--- config.mk ---
export PLATFORM = sky130hd
export DESIGN_NAME = pipeline_hazard_ctrl
export DESIGN_NICKNAME = d
export VERILOG_FILES = /design/src/rtl/pipeline_hazard_ctrl_pkg.sv /design/src/rtl/pipeline_hazard_ctrl_scoreboard.sv /design/src/rtl/pipeline_hazard_ctrl.sv
export SDC_FILE = /design/constraint.sdc
export NUM_CORES = 1
export LEC_CHECK = 0
export CAP_MARGIN = 20
export CORE_ASPECT_RATIO = 1.1
export CORE_MARGIN = 4
export CORE_UTILIZATION = 35
export CTS_BUF_LIST = sky130_fd_sc_hd__clkbuf_16
export CTS_CLUSTER_SIZE = 40
export DETAILED_ROUTE_END_ITERATION = 10
export GPL_ROUTABILITY_DRIVEN = 0
export SLEW_MARGIN = 10
export SYNTH_ARGS = -nofsm -noshare
export SYNTH_HDL_FRONTEND = slang
export SYNTH_SLANG_ARGS = --single-unit
--- constraint.sdc ---
create_clock -name clk -period 7.6 [get_ports clk]
set_input_delay 0.76 -clock clk [delete_from_list [all_inputs] [get_ports clk]]
set_output_delay 0.76 -clock clk [all_outputs]
set_load 0.02 [all_outputs]
--- src/rtl/pipeline_hazard_ctrl_pkg.sv ---
// pipeline_hazard_ctrl_pkg: shared opcodes, producer latencies and flush-mask bit positions
package pipeline_hazard_ctrl_pkg;
   localparam logic [6:0] OP_BRANCH = 7'b1100011;
   localparam int LAT_ALU = 0;
   localparam int LAT_LOAD = 1;
   localparam int FLUSH_IFID = 0;
   localparam int FLUSH_IDEX = 1;
endpackage

--- src/rtl/pipeline_hazard_ctrl_scoreboard.sv ---
// hazard_scoreboard: per-register countdown until a pending result can be forwarded
module hazard_scoreboard #(
   parameter int NREGS = 32,
   parameter int LAT_W = 4
) (
   input  logic             clk,
   input  logic             rst,
   input  logic             issue,
   input  logic [4:0]       rd,
   input  logic [LAT_W-1:0] lat,
   input  logic             hold,
   input  logic [LAT_W-1:0] thr,
   input  logic             rs1_used,
   input  logic [4:0]       rs1,
   input  logic             rs2_used,
   input  logic [4:0]       rs2,
   output logic             rs1_hit,
   output logic             rs2_hit,
   output logic             busy
);
   logic [LAT_W-1:0] cnt [NREGS];
   logic [LAT_W-1:0] lat_sat;
   assign lat_sat = &lat ? lat : lat + 1'b1;
   // x0 is never written, so cnt[0] stays at its reset value of zero
   always_ff @(posedge clk or posedge rst)
      if (rst) for (int r = 0; r < NREGS; r++) cnt[r] <= '0;
      else for (int r = 1; r < NREGS; r++)
         if (issue && rd == 5'(r)) cnt[r] <= lat_sat;
         else if (!hold && cnt[r] != '0) cnt[r] <= cnt[r] - 1'b1;
   assign rs1_hit = rs1_used && rs1 != '0 && cnt[rs1] > thr;
   assign rs2_hit = rs2_used && rs2 != '0 && cnt[rs2] > thr;
   always_comb begin
      busy = 1'b0;
      for (int r = 1; r < NREGS; r++) busy = busy || cnt[r] != '0;
   end
endmodule

--- src/rtl/pipeline_hazard_ctrl.sv ---
// pipeline_hazard_ctrl: scoreboard-driven stall/flush arbitration for the ID stage,
// with perf counters and a sticky stall watchdog.
module pipeline_hazard_ctrl
   import pipeline_hazard_ctrl_pkg::*;
#(
   parameter int NUM_STAGES   = 5,
   parameter int NREGS        = 32,
   parameter int LAT_W        = 4,
   parameter int BRANCH_IN_ID = 1,
   parameter int PERF_W       = 32,
   parameter int TIMEOUT      = 64
) (
   input  logic                  clk,
   input  logic                  rst,
   input  logic                  id_valid,
   input  logic [4:0]            id_rs1,
   input  logic [4:0]            id_rs2,
   input  logic                  id_rs1_used,
   input  logic                  id_rs2_used,
   input  logic                  id_is_branch,
   input  logic [4:0]            id_rd,
   input  logic                  id_reg_write,
   input  logic [LAT_W-1:0]      id_lat,
   input  logic                  ex_is_branch,
   input  logic                  branch_mispredict,
   input  logic                  branch_redirect_id,
   input  logic                  inst_mem_wait,
   input  logic                  data_mem_wait,
   output logic                  hazard_stall,
   output logic                  mem_stall,
   output logic [NUM_STAGES-1:0] flush_mask,
   output logic                  id_issue,
   output logic                  sb_busy,
   output logic                  stall_timeout,
   output logic [PERF_W-1:0]     perf_stall_cycles,
   output logic [PERF_W-1:0]     perf_flushes
);
   localparam int RUN_W = $clog2(TIMEOUT + 1);
   logic rs1_hit, rs2_hit, jflush;
   logic [LAT_W-1:0] thr;
   logic [RUN_W-1:0] run;
   // an ID-resolved branch needs its operand a cycle earlier than an EX consumer
   assign thr = (BRANCH_IN_ID != 0 && id_is_branch) ? '0 : LAT_W'(1);
   hazard_scoreboard #(.NREGS(NREGS), .LAT_W(LAT_W)) u_sb (
      .clk(clk), .rst(rst),
      .issue(id_issue && id_reg_write), .rd(id_rd), .lat(id_lat),
      .hold(mem_stall), .thr(thr),
      .rs1_used(id_rs1_used), .rs1(id_rs1),
      .rs2_used(id_rs2_used), .rs2(id_rs2),
      .rs1_hit(rs1_hit), .rs2_hit(rs2_hit), .busy(sb_busy)
   );
   assign hazard_stall = id_valid && (rs1_hit || rs2_hit);
   assign mem_stall = inst_mem_wait || data_mem_wait;
   assign jflush = branch_mispredict && !ex_is_branch;
   always_comb begin
      flush_mask = '0;
      flush_mask[FLUSH_IFID] = jflush || (BRANCH_IN_ID != 0 ? branch_redirect_id && !hazard_stall
                                                            : branch_mispredict && ex_is_branch);
      flush_mask[FLUSH_IDEX] = jflush || (BRANCH_IN_ID == 0 && branch_mispredict && ex_is_branch);
   end
   assign id_issue = id_valid && !hazard_stall && !mem_stall && !flush_mask[FLUSH_IDEX];
   always_ff @(posedge clk or posedge rst)
      if (rst) begin
         perf_stall_cycles <= '0;
         perf_flushes <= '0;
         run <= '0;
         stall_timeout <= 1'b0;
      end else begin
         if (!mem_stall) begin
            perf_stall_cycles <= perf_stall_cycles + PERF_W'(hazard_stall);
            perf_flushes <= perf_flushes + PERF_W'(|flush_mask);
         end
         run <= !hazard_stall ? '0 : run == RUN_W'(TIMEOUT) ? run : run + 1'b1;
         if (hazard_stall && run == RUN_W'(TIMEOUT - 1)) stall_timeout <= 1'b1;
      end
endmodule

==> summary.txt <==
Outcome
  – Outcome: finished, final reports clean

GRT
  – Pin count of the biggest net entering global routing: between 100 and 150
  – Grt total ovfl: 0
  – Vias in the first global route: 9605
  – Initial antenna violation count: 0
  – All-Layer GR Usage: 0.175
  – First-pass GRT wire length: roughly 54000 um

Floorplan
  – Row cnt: roughly 70
  – Ports: 105
  – Starting density of the core: 0.355
  – Die H: 207 um
  – Die Area: 0.0390 mm2
  – Core area: 0.0353 mm2
  – Die Width: ~190 um

Synth
  – Seq/Total Area, Yosys: 0.391
  – Avg Inst Size Synth: ~10 um2
  – Distinct cells, synth: 59
  – Cells after Synth: 1258
  – Synth warn: 4
  – Async set or reset register ratio after synthesis: 1.00
  – Synthesized cell area: 0.0126 mm2
  – FF+latch count, synth: slightly below 200
  – Prevailing post-synth register cell: dfrtp_1
  – Post-synth EDFFs: 0

Flow run
  – Max cap viols: 0

Final layout
  – Layout area overhead: 17.4%
  – Util after Layout: 0.417
  – Ant diodes: 0
  – Layout cells sized above 1: 0.0801
  – Multi-input gate area: about 0.0072 mm2
  – Nets: 1426
  – # fillers: 3433
  – Register area: 0.00490 mm2

Power and ir drop
  – Max rail drop VDD: ~0.00019 V
  – Power Total: 4470 uW
  – Pleak: just under 0.007 uW
  – Power density cells: 303 mW/mm2

Placement
  – Dpl ws: roughly 0.84 ns
  – Number of port buffers: between 100 and 150
  – Hpwl dp: 24500 um

Worst setup path
  – CP required: 7.93 ns
  – Crit path launch type: input pin
  – Crit-path cells: clkdlybuf4s50_1 > buf_4 > mux4_2 > mux4_2 > mux2i_1 > ha_1 > nor2_1 > o21ai_0 > a21o_1 > a211oi_1 > nor4_4 > a21boi_1 > ha_1 > ha_1 > or3b_2 > nor4_1 > and4_1 > and2_1 > nor2b_1 > nand4_1 > xnor2_1
  – CP max stage delay: 0.70 ns
  – R2r setup slk: 1.90 ns
  – Largest fanout on the critical path: 13
  – Reg2reg start: u_sb.cnt[32]
  – Most common cell on crit path: ha_1
  – Critical R2R Capture: perf_stall_cycles[26]
  – Worst r2r path cells: 19
  – Critical path capture point type: register
  – CP Class: in -> reg
  – Slowest CP cell: clkdlybuf4s50_1
  – CP arrival: approximately 6.7 ns

Detailed routing
  – DRC errors left: 0
  – DRT Wirelength: ~34000 um
  – DR WL/cell: 18.3 um
  – Via/cell ratio: around 5.3
  – Initial DRT Pass Iterations: 5
  – Detail Route Antenna Nets: 0
  – Drt initial violations: 695
  – Vias: roughly 9800

Worst hold path
  – Worst Hold Class: reg -> reg
  – Worst min-delay path endpoint: perf_flushes[31]
  – WHS Path Cells: 1
  – Hold path start: perf_flushes[31]

CTS
  – Root Driver: clkbuf_16
  – CTS Hold Buffers Added: 0
  – Clock Path Buffers: 2
  – Clock latency on the worst-skew pair: 0.45 ns
  – Total CTS buffers: 17
  – Reg clk slew, reported paths: 0.07 ns
  – Clock sink total: 196
  – Post-CTS sizing: 0
  – CTS tree: built
  – Postcts setup bufs: 0
  – H-Tree Level Count: 4

Timing
  – Hold_ws: ~0.47 ns
  – Setup ws final: 1.25 ns
  – Tmin final: 6.35 ns
  – Final-report hold violation count: 0
  – Slew @ Worst Pin: ~0.78 ns
  – Final period utilization: 0.835
  – Max Clk Rate: 158 MHz
  – TNS Setup: 0 ns
  – RSZ-0062 raised after global routing: no
  – Fin Clk Skew: 0.0133 ns
  – Final count of pins violating max slew: 0
  – Slew headroom: 0.470
  – Final setup viols: 0
placed cells by master (no fill, tap or decap), types with 24 or more instances in the layout:
cell type	instances
inv_1	77
ha_1	46
dfrtp_1	196
nand3_1	36
o21ai_0	24
xnor2_1	94
clkdlybuf4s50_1	100
nand2_1	132
nor2_1	73
a21oi_1	40
mux2i_1	129
nor4_1	46
xor2_1	64
nor3_1	61
nand3_4	28
and3_1	25
cell families (layout without fill, tap and decap cells):
kind of cell    after synthesis  count (layout)  synth area share
mux                         153             153             0.142
flops                       196             196             0.391
other cells                   1               3          0.000299
buf+inv                     125             226            0.0427
compound gates              106             106            0.0519
simple gates                472             472             0.215
fa+ha+maj                    46              46            0.0458
xor+xnor                    159             159             0.111
metrics by stage:
step / cells / area (um2)
global route: 1842 / 14700
global placement: 1809 / 14100
floorplan: 1260 / 12600
CTS: 1841 / 14700
detailed placement: 1810 / 14100
finish: 1842 / 14700
layout make-up:
type / instances / share of cell area
inverter: 76 / 0.0199
sequential: 196 / 0.333
multi-input combinational: 939 / 0.487
clock buffer: 17 / 0.0289
tap: 481 / 0.0408
timing repair buffer: 119 / 0.0801
clock inverter: 14 / 0.0110
routing by layer:
layer,global-route usage,up-vias,share of wire
met3,0.0318,55,0.055
met1,0.225,4768,0.44
li1,-,4628,-
met2,0.297,304,0.47
met4,0.0666,0,0.033
met5,0,-,0
Yosys cell counts (6+ instances only):
| library cell | n | share of area |
|---|---|---|
| a21oi_1 | 40 | 0.016 |
| and2_1 | 7 | 0.0035 |
| and3_1 | 25 | 0.012 |
| buf_2 | 8 | 0.0032 |
| buf_4 | 7 | 0.0042 |
| clkbuf_1 | 26 | 0.0078 |
| dfrtp_1 | 196 | 0.39 |
| ha_1 | 46 | 0.046 |
| inv_1 | 75 | 0.022 |
| mux2i_1 | 131 | 0.10 |
| mux4_2 | 20 | 0.036 |
| nand2_1 | 132 | 0.039 |
| nand2b_1 | 6 | 0.0030 |
| nand3_1 | 36 | 0.014 |
| nand3_4 | 28 | 0.039 |
| nand4_1 | 21 | 0.010 |
| nor2_1 | 74 | 0.022 |
| nor2b_1 | 7 | 0.0035 |
| nor3_1 | 61 | 0.024 |
| nor4_1 | 46 | 0.023 |
| nor4b_1 | 9 | 0.0063 |
| o21ai_0 | 25 | 0.010 |
| xnor2_1 | 95 | 0.066 |
| xor2_1 | 64 | 0.045 |
worst max-delay path by stage:
stage	from	to	slack (ns)
global route	id_rs1[1]	perf_stall_cycles[26]	0.83
floorplan	id_rs1[1]	perf_stall_cycles[26]	1.18
finish	id_rs1[1]	perf_stall_cycles[26]	1.25
CTS	id_rs1[1]	perf_stall_cycles[26]	1.27
global placement	id_rs1[1]	perf_stall_cycles[26]	0.97
detailed placement	id_rs1[1]	perf_stall_cycles[26]	0.84
power breakdown:
part	internal, uW	total [uW]	switching [uW]
combinational	758	1640	886
clock	515	936	421
sequential	1400	1890	487
sequential cells by signal (all words and copies together), names as in the netlist:
| signal | count |
|---|---|
| stall_timeout | 1 |
| perf_flushes | 32 |
| run | 7 |
| perf_stall_cycles | 32 |
| u_sb.cnt | 124 |
critical path: cells and delay by family:
family                     cells  cell delay (ns)
AOI/OAI and AO/OA              4             0.95
muxes                          3             0.96
buffers and inverters          2             0.98
adders and majority gates      3             0.63
xor gates and xnor gates       1             0.15
and+or+nand+nor                8             2.24
Note: power is estimated with default switching activity, not from simulation.
